===== src/rtl/pf_pkg.sv =====
// Shared colours, score-flash states and default
// playfield geometry for the renderer.
package pf_pkg;

  localparam logic [5:0] COL_WHITE  = 6'b111111;
  localparam logic [5:0] COL_BLACK  = 6'b000000;
  localparam logic [5:0] COL_GRAY   = 6'b101010;
  localparam logic [5:0] COL_GREEN  = 6'b001100;
  localparam logic [5:0] COL_RED    = 6'b110000;
  localparam logic [5:0] COL_YELLOW = 6'b111100;
  localparam logic [5:0] COL_BLUE   = 6'b000011;
  localparam logic [5:0] COL_ORANGE = 6'b110100;

  typedef enum logic [1:0] {
    S_WHITE,
    S_GAIN,
    S_LOSS
  } score_state_t;

  localparam int DEF_N_LANES     = 4;
  localparam int DEF_LANE_X0     = 220;
  localparam int DEF_LANE_W      = 35;
  localparam int DEF_LANE_GAP    = 20;
  localparam int DEF_HIT_ROW0    = 435;
  localparam int DEF_HIT_H       = 10;
  localparam int DEF_HIT_FRAMES  = 6;
  localparam int DEF_SCORE_FRAMES = 10;
  localparam int DEF_SCORE_W     = 17;

  function automatic logic [5:0] score_rgb(
    score_state_t s
  );
    logic [5:0] c;
    c = COL_WHITE;
    unique case (s)
      S_GAIN:  c = COL_GREEN;
      S_LOSS:  c = COL_RED;
      default: c = COL_WHITE;
    endcase
    return c;
  endfunction

endpackage


===== src/rtl/lane_flash_timer.sv =====
// Per-lane hit-zone flash: a press reloads the frame
// counter; frame ticks count it down after release.
module lane_flash_timer #(
  parameter int FRAMES = 6
) (
  input  logic clk,
  input  logic reset,
  input  logic press,
  input  logic frame_tick,
  output logic flash
);

  localparam int CW = $clog2(FRAMES + 1);
  localparam logic [CW-1:0] LOAD = CW'(FRAMES);

  logic [CW-1:0] cnt;
  logic [CW-1:0] cnt_d;

  // press reload beats the frame-tick countdown
  always_comb begin
    cnt_d = cnt;
    if (press) begin
      cnt_d = LOAD;
    end else if (frame_tick && cnt != '0) begin
      cnt_d = cnt - 1'b1;
    end
  end

  // counter and registered flash state
  always_ff @(posedge clk) begin
    if (reset) begin
      cnt   <= '0;
      flash <= 1'b0;
    end else begin
      cnt   <= cnt_d;
      flash <= press | (cnt_d != '0);
    end
  end

endmodule


===== src/rtl/playfield_renderer.sv =====
// Playfield compositor: lanes, hit zone, borders and
// text into one registered 6-bit RGB pixel stream.
module playfield_renderer
  import pf_pkg::*;
#(
  parameter int N_LANES            = DEF_N_LANES,
  parameter int LANE_X0            = DEF_LANE_X0,
  parameter int LANE_W             = DEF_LANE_W,
  parameter int LANE_GAP           = DEF_LANE_GAP,
  parameter int HIT_ROW0           = DEF_HIT_ROW0,
  parameter int HIT_H              = DEF_HIT_H,
  parameter int HIT_FLASH_FRAMES   = DEF_HIT_FRAMES,
  parameter int SCORE_FLASH_FRAMES = DEF_SCORE_FRAMES,
  parameter int SCORE_W            = DEF_SCORE_W
) (
  input  logic                   clk,
  input  logic                   reset,
  input  logic [9:0]             col,
  input  logic [9:0]             row,
  input  logic                   valid,
  input  logic                   frame_tick,
  input  logic [6*N_LANES-1:0]   lane_rgb,
  input  logic [6*N_LANES-1:0]   lane_color,
  input  logic [N_LANES-1:0]     lane_btn_n,
  input  logic                   strum_n,
  input  logic [SCORE_W-1:0]     score,
  input  logic                   text_active,
  input  logic [5:0]             text_rgb,
  output logic [5:0]             rgb,
  output logic                   rgb_valid,
  output logic [5:0]             score_color,
  output logic [N_LANES-1:0]     lane_flash
);

  localparam int STRIDE   = LANE_W + LANE_GAP;
  localparam int LANE_END =
    LANE_X0 + (N_LANES - 1) * STRIDE + LANE_W;

  localparam logic [11:0] B_COL1 = 12'd1;
  localparam logic [11:0] B_COLR = 12'd639;
  localparam logic [11:0] B_LEFT = 12'(LANE_X0 - 10);
  localparam logic [11:0] B_RGHT = 12'(LANE_END + 10);
  localparam logic [11:0] HR_LO  = 12'(HIT_ROW0);
  localparam logic [11:0] HR_HI  = 12'(HIT_ROW0 + HIT_H);

  localparam int SCW = $clog2(SCORE_FLASH_FRAMES + 1);
  localparam logic [SCW-1:0] SLOAD =
    SCW'(SCORE_FLASH_FRAMES);
  localparam logic [SCW-1:0] SONE = SCW'(1);

  logic [11:0] cx;
  logic [11:0] ry;
  logic [N_LANES-1:0] in_lane;
  logic [N_LANES-1:0] press;
  logic hit_row;
  logic border;
  logic [5:0] lane_px;
  logic [5:0] hit_px;
  logic [5:0] pix;

  score_state_t state;
  score_state_t state_d;
  logic [SCW-1:0] scnt;
  logic [SCW-1:0] scnt_d;
  logic [SCORE_W-1:0] prev_score;

  assign cx = {2'b00, col};
  assign ry = {2'b00, row};

  genvar g;
  generate
    for (g = 0; g < N_LANES; g++) begin : g_lane
      localparam logic [11:0] LB =
        12'(LANE_X0 + g * STRIDE);
      localparam logic [11:0] LE =
        12'(LANE_X0 + g * STRIDE + LANE_W);

      assign in_lane[g] = (cx > LB) && (cx < LE);
      assign press[g] = ~lane_btn_n[g] & ~strum_n;

      lane_flash_timer #(
        .FRAMES(HIT_FLASH_FRAMES)
      ) u_timer (
        .clk       (clk),
        .reset     (reset),
        .press     (press[g]),
        .frame_tick(frame_tick),
        .flash     (lane_flash[g])
      );
    end
  endgenerate

  assign hit_row = (ry >= HR_LO) && (ry < HR_HI);
  assign border  = (cx == B_COL1) || (cx == B_COLR) ||
                   (cx == B_LEFT) || (cx == B_RGHT);

  // pick the lane under the beam (lanes are disjoint)
  always_comb begin
    lane_px = COL_BLACK;
    hit_px  = COL_BLACK;
    for (int i = 0; i < N_LANES; i++) begin
      if (in_lane[i]) begin
        lane_px = lane_rgb[6*i +: 6];
        hit_px  = lane_flash[i] ?
                  lane_color[6*i +: 6] : COL_GRAY;
      end
    end
  end

  // layer priority: border, hit zone, text, lane
  always_comb begin
    pix = COL_BLACK;
    if (!valid) begin
      pix = COL_BLACK;
    end else if (border) begin
      pix = COL_WHITE;
    end else if (hit_row) begin
      pix = hit_px;
    end else if (text_active) begin
      pix = text_rgb;
    end else if (|in_lane) begin
      pix = lane_px;
    end
  end

  // one-cycle registered output stage
  always_ff @(posedge clk) begin
    if (reset) begin
      rgb       <= COL_BLACK;
      rgb_valid <= 1'b0;
    end else begin
      rgb       <= pix;
      rgb_valid <= valid;
    end
  end

  // score flash next state: any change reloads
  always_comb begin
    state_d = state;
    scnt_d  = scnt;
    if (score > prev_score) begin
      state_d = S_GAIN;
      scnt_d  = SLOAD;
    end else if (score < prev_score) begin
      state_d = S_LOSS;
      scnt_d  = SLOAD;
    end else if (state != S_WHITE && frame_tick) begin
      if (scnt == SONE) begin
        state_d = S_WHITE;
        scnt_d  = '0;
      end else begin
        scnt_d = scnt - 1'b1;
      end
    end
  end

  // score flash state, counter and previous score
  always_ff @(posedge clk) begin
    if (reset) begin
      state      <= S_WHITE;
      scnt       <= '0;
      prev_score <= '0;
    end else begin
      state      <= state_d;
      scnt       <= scnt_d;
      prev_score <= score;
    end
  end

  assign score_color = score_rgb(state);

endmodule

===== config.mk =====
export PLATFORM = sky130hd
export DESIGN_NAME = playfield_renderer
export DESIGN_NICKNAME = d
export VERILOG_FILES = /design/src/rtl/pf_pkg.sv /design/src/rtl/lane_flash_timer.sv /design/src/rtl/playfield_renderer.sv
export SDC_FILE = /design/constraint.sdc
export NUM_CORES = 1
export LEC_CHECK = 0
export CAP_MARGIN = 5
export CORE_UTILIZATION = 45
export DETAILED_ROUTE_END_ITERATION = 8
export PLACE_DENSITY = 0.85
export SYNTH_ARGS = -nofsm -noshare
export SYNTH_HDL_FRONTEND = slang
export SYNTH_SLANG_ARGS = --single-unit

===== constraint.sdc =====
create_clock -name clk -period 2.41 [get_ports clk]
set_input_delay 0.723 -clock clk [delete_from_list [all_inputs] [get_ports clk]]
set_output_delay 0.723 -clock clk [all_outputs]
set_load 0.02 [all_outputs]

# ---- Word level (Yosys, flattened, before mapping)
# Cells that the tools add are included.
dict set report word_totals {
  input_bits 101
  mem_bits_rw 0
  romBits 0
  mem_count 0
  reg_bits 46
  output_inout_bits 17
  latch_bits 0
}
dict set report classes {
  reduce_logical 32
  bitwise_logic 14
  n_div 0
  n_lt_le_gt_ge 12
  n_mul 0
  n_shift 0
  n_mux 33
  add_sub_neg 5
  eq_ne 7
}
# op count
set op_table {}
lappend op_table {{2-to-1 mux 6 bit} 16}
lappend op_table {{less-than comparator 10 x 9 -> 1 bit (second input constant)} 4}
lappend op_table {{greater-than comparator 10 x 9 -> 1 bit (second input constant)} 3}
lappend op_table {{nonzero test 3 bit} 10}
lappend op_table {{2-to-1 mux 3 bit} 8}
lappend op_table {{greater-than comparator 17 bit} 1}
lappend op_table {{less-than comparator 17 bit} 1}
lappend op_table {{2-to-1 mux 4 bit} 4}
lappend op_table {{case mux 6 bit (2 select lines)} 1}
lappend op_table {{subtractor 3 x 1 -> 3 bit (second input constant)} 4}
lappend op_table {{== test 10 x 1 -> 1 bit (second input constant)} 1}
lappend op_table {{== test 10 bit (second input constant)} 1}
lappend op_table {{== test 10 x 8 -> 1 bit (second input constant)} 1}
lappend op_table {{== test 10 x 9 -> 1 bit (second input constant)} 1}
lappend op_table {{greater-or-equal comparator 10 x 9 -> 1 bit (second input constant)} 1}
lappend op_table {{greater-than comparator 10 x 8 -> 1 bit (second input constant)} 1}
lappend op_table {{logical AND 1 bit} 10}
lappend op_table {{less-than comparator 10 x 8 -> 1 bit (second input constant)} 1}
lappend op_table {{2-to-1 mux 2 bit} 3}
lappend op_table {{NOT 1 bit} 6}
lappend op_table {{nonzero test 2 bit} 3}
lappend op_table {{bitwise AND 1 bit} 4}
lappend op_table {{== test 4 x 1 -> 1 bit (second input constant)} 1}
lappend op_table {{OR 1 bit} 4}
lappend op_table {{other kinds (9)} 13}

# ---- Logic depth before layout (Yosys ltp)
dict set report logic_depth {
  word_depth 10
  mapped_depth 9
}

# ---- By module
# A second synthesis with hierarchy kept.
dict set report hier_totals {
  hier_cells 355
  area_unflattened_um2 3344.5
}
# mod seq_area_each_um2 cells_each instances area_per_inst_um2
set modules_own_cells {}
lappend modules_own_cells {playfield_renderer 600.6 275 1 2473.6}
lappend modules_own_cells {lane_flash_timer 80.1 20 4 217.7}

# ---- Worst setup path before layout
# No wires, ideal clock.
dict set report synth_path {
  path_type {input to register}
  start {input port score[12]}
  end {register state[0]}
  setup_time_ns 0.115
  cell_stages 6
  t_arrival_ns 2.152
  n_path_buf 0
  path_slack_ns 0.143
  cell_sequence {ha_1 > nand4_1 > or3_1 > nor4_2 > a21oi_1 > and2_1}
}
dict set report synth_via {
  elab_chain_cells 3
}
# item line
set synth_rtl {}
lappend synth_rtl {{start, declared} playfield_renderer.sv:26} ;# input logic [SCORE_W-1:0] score,
lappend synth_rtl {{greater-than comparator 17 bit or less-than comparator 17 bit (tied branches)} {playfield_renderer.sv:141, playfield_renderer.sv:144}}
lappend synth_rtl {{nonzero test 3 bit (no source line) or 2-to-1 mux 2 bit (tied branches)} n/a}
lappend synth_rtl {{AND reduction 2 bit (no source line) or 2-to-1 mux 1 bit (tied branches)} n/a}
lappend synth_rtl {{end signal, assigned} playfield_renderer.sv:164} ;# state <= state_d;
lappend synth_rtl {{end, declared} playfield_renderer.sv:61} ;# score_state_t state;
# Several ways; a longest one is shown, not always the timed one.
# A chain may end at the register's enable or synchronous reset.

# ---- Final worst setup path
dict set report layout_path {
  start {input port col[5]}
  end {register rgb[1]}
}
dict set report layout_via {
  elab_chain_cells 10
}
# item line
set layout_rtl {}
lappend layout_rtl {{start, declared} playfield_renderer.sv:18} ;# input logic [9:0] col,
lappend layout_rtl {{greater-than comparator 10 x 8 -> 1 bit or less-than comparator 10 x 8 -> 1 bit (tied branches)} playfield_renderer.sv:78} ;# assign in_lane[g] = (cx > LB) && (cx < LE);
lappend layout_rtl {{logical AND 1 bit} playfield_renderer.sv:78}
lappend layout_rtl {{2-to-1 mux 6 bit (4 in a row)} playfield_renderer.sv:102} ;# if (in_lane[i]) begin
lappend layout_rtl {{2-to-1 mux 6 bit} playfield_renderer.sv:121} ;# end else if (|in_lane) begin
lappend layout_rtl {{2-to-1 mux 6 bit} playfield_renderer.sv:119} ;# end else if (text_active) begin
lappend layout_rtl {{2-to-1 mux 6 bit} playfield_renderer.sv:117} ;# end else if (hit_row) begin
lappend layout_rtl {{2-to-1 mux 6 bit (*)} playfield_renderer.sv:115} ;# end else if (border) begin
lappend layout_rtl {{end signal, assigned} playfield_renderer.sv:132} ;# rgb <= pix;
lappend layout_rtl {{end, declared} playfield_renderer.sv:29} ;# output logic [5:0] rgb,
# Every way passes the cells marked *; elsewhere a longest branch is shown, timed or not.

==> metrics.md <==
| Metric | Value |
|---|---|
| Die Y | `between 80 and 90 um` |
| Compound-Gate Fraction of Synth Area | `roughly 23%` |
| Sequential Power Share | `about two fifths` |
| RSZ-0062 raised after global routing | `yes` |
| Switching part of the total | `slightly above 30%` |
| Internal power | `1.52 mW` |
| Final core utilization | `74.4%` |
| ANT nets after route | `0` |
| Initial antenna violation count | `0` |
| Row count | `29` |
| WP data required | `around 2.6 ns` |
| Worst Setup Path Type | `in2reg` |
| Vias | `around 3600` |
| Diode count | `0` |
| Clock power share | `25.7%` |
| Multiplexer share of the synthesized area | `less than 1%` |
| CTS Buf Count | `5` |
| Peak VDD IR | `~0.37 mV` |
| Post-route setup slack | `-0.0530 ns` |
| Die Area | `7270 um^2` |
| Post-synth cell types | `53` |
| Outcome | `complete, but fails checks` |
| YS warnings | `0` |
| Post-synth EDFFs | `0` |
| Mapped Cells | `approximately 400` |
| Clock Tree Root | `clkbuf_8` |
| Slew Limit Fails | `0` |
| Final nets | `664` |
| #FFs+latches synth | `46` |
| Routed len/inst | `about 18 um` |
| Main synth FF type | `dfxtp_1` |
| Hold_buf cts | `0` |
| First-pass GRT wire length | `between 15000 and 20000 um` |
| Fin. Hold Viols | `0` |
| Ports | `118` |
| Async S/R FF share, synth | `0%` |
| H-tree level count | `2` |
| Psw | `approximately 0.67 mW` |
| Grt ovf | `0` |
| Failing checks | `negative setup slack` |
| Overall Global Routing Usage | `27.6%` |
| Post-Synth Adder-Cell Area | `between 10% and 20%` |
| Sequential share of the synthesized area | `29.5%` |
| Mapped Area | `around 3100 um^2` |
| Worst-path fanout max | `8` |
| Layout cells sized above 1 | `between 10% and 20%` |
| Max-Cap Viols | `0` |
| Mapped Avg Cell Area | `~8.0 um^2` |
| R2R Setup Slk | `0.37 ns` |
| DRT iter0 DRCs | `approximately 140` |
| Clk_lat worst skew | `about 0.3 ns` |
| Worst-Margin Slew | `roughly 0.5 ns` |
| Relative slew slack | `between 60% and 70%` |
| CP Capture Type | `register` |
| Gpl congestion | `approximately 0.94` |
| Syn nets | `between 500 and 600` |
| PwrDens | `451 nW/um^2` |
| Vias in the first global route | `3503` |
| DP HPWL | `7920 um` |
| Clk_skew | `0.00390 ns` |
| Final setup TNS | `-0.0530 ns` |
| Clock-pin slew on the worst setup and hold paths | `approximately 0.080 ns` |
| Post-synthesis simple-gate area fraction | `23.7%` |
| DRC | `0` |
| Max Fclk | `roughly 410 MHz` |
| Largest family of logic cells by synthesized area | `simple AND/OR/NAND/NOR gates` |
| Startpoint type of the worst setup path | `primary input` |
| Hold slack | `0.533 ns` |
| Max clock buf depth | `2` |
| Drt total wl | `~11000 um` |
| Final number of setup-violating endpoints | `1` |
| Via-to-Cell Ratio | `just under 6` |
| Initial Utilization | `between 40 and 50%` |
| Min cycle time layout | `~2.5 ns` |
| Largest net degree at the start of global routing | `38` |
| Initial DRT Pass Iterations | `5` |
| Layout area overhead | `55.8%` |
| Core Box Area | `6530 um^2` |
| CTS tree | `built` |
| Comb power frac | `roughly 34%` |
| CP Data Arrival Time | `between 2 and 3 ns` |
| Worst min-delay path class | `reg2reg` |
| Num Clock Sinks | `46` |
| Port Buf Inserts | `roughly 120` |
| Die width | `around 85 um` |
| Post-synthesis xor/xnor area fraction | `1.12%` |
| Leakage | `about 2.1 nW` |
| Tcrit/Tclk final | `102%` |
-- repair_timing --
| item | 4_1_cts | 5_1_grt |
|---|---|---|
| buffers inserted | 2 | 8 |
| cloned | 1 | 0 |
| setup endpoints to repair | 12 | 14 |
| gates resized for setup | 15 | 35 |
| pin swaps | 8 | 23 |
-- metrics by stage --
stage / worst slack, ns / total power [mW] / std cells / cell area, um^2
final: -0.0530 / 2.19 / 611 / 4860
after detailed placement: -0.487 / 1.60 / 592 / 4480
after global routing: -0.0784 / 2.30 / 611 / 4860
after CTS: 0.0122 / 2.15 / 603 / 4640
after global placement: -0.352 / 1.56 / 592 / 4480
after floorplan: 0.143 / 1.26 / 391 / 3120
-- sequential cells by signal, indices dropped and copies added, names as in the netlist --
register and count:
g_lane.u_timer.cnt 12, g_lane.u_timer.flash 4, prev_score 17, rgb 6
rgb_valid 1, scnt 4, state 2
-- worst max-delay path, stage by stage --
cell	delay, ns
dlygate4sd2_1	0.33
nor3_2	0.33
nor4b_4	0.10
buf_4	0.15
o21a_1	0.16
a221oi_2	0.30
nand2_1	0.14
a311o_1	0.41
-- synthesized netlist by cell type, drive strengths merged, types with 8 or more instances --
cell type	instances	share of area [%]
a21oi	37	6.1
a211o	8	2.2
inv	47	5.7
ha	30	12
nand2b	9	1.8
nor2b	21	4.2
nor2	34	4.3
o21ai	12	1.9
dfxtp	46	30
clkbuf	10	1.2
nand3	15	2.4
nor3	10	1.8
buf	15	3.9
nand2	16	1.9
a31oi	12	2.4
-- power groups by stage --
stage | logic (mW) | registers [mW] | clock network [mW]
3_3_place_gp | 0.673 | 0.886 | 0
6_report | 0.755 | 0.874 | 0.565
2_1_floorplan | 0.378 | 0.882 | 0
4_1_cts | 0.713 | 0.872 | 0.569
3_5_place_dp | 0.708 | 0.890 | 0
5_1_grt | 0.826 | 0.881 | 0.597
-- worst paths after layout --
kind,startpoint,endpoint,cells past startpoint
max,col[5],rgb[1]$_SDFF_PP0_,8
min reg2reg,state[1]$_SDFFE_PP0P_,state[1]$_SDFFE_PP0P_,2
max reg2reg,prev_score[10]$_SDFF_PP0_,state[0]$_SDFFE_PP0P_,8
min,state[1]$_SDFFE_PP0P_,state[1]$_SDFFE_PP0P_,2
-- metal layers --
layer | share of wire (%) | global-route usage (%) | up-vias
met5 | 0 | 0 | -
met4 | 3.1 | 11.2 | 0
met3 | 9.5 | 7.30 | 35
met2 | 51 | 53.4 | 213
met1 | 36 | 27.9 | 1671
li1 | - | - | 1655
-- placed cells by master, fill, tap and decap left out, types with 5 or more instances in the layout --
cell,instances
nor2b_1,20
buf_4,41
a21o_1,5
nor3_1,8
dlygate4sd2_1,8
nand2b_1,9
ha_1,26
clkdlybuf4s50_1,94
inv_1,47
a22oi_1,6
a211o_1,8
dfxtp_1,46
nand3_1,15
a31oi_1,11
o21ai_0,10
dlymetal6s2s_1,15
a211oi_1,5
clkbuf_8,5
nand2_1,16
a21oi_1,36
nor2_1,32
-- cells by family after synthesis --
| family | Yosys count |
|---|---|
| flops | 46 |
| xor+xnor | 4 |
| simple gates | 133 |
| compound gates | 105 |
| fa+ha+maj | 30 |
| mux | 1 |
| buf+inv | 72 |
-- final cells by class --
class	instances	area, um^2
fill	445	1670
sequential	46	921
multi-input combinational	274	2040
inverter	47	176
tap	77	96.3
timing repair buffer	159	1530
clock inverter	1	30.0
clock buffer	7	76.3
Power figures use the tool's default switching activity.
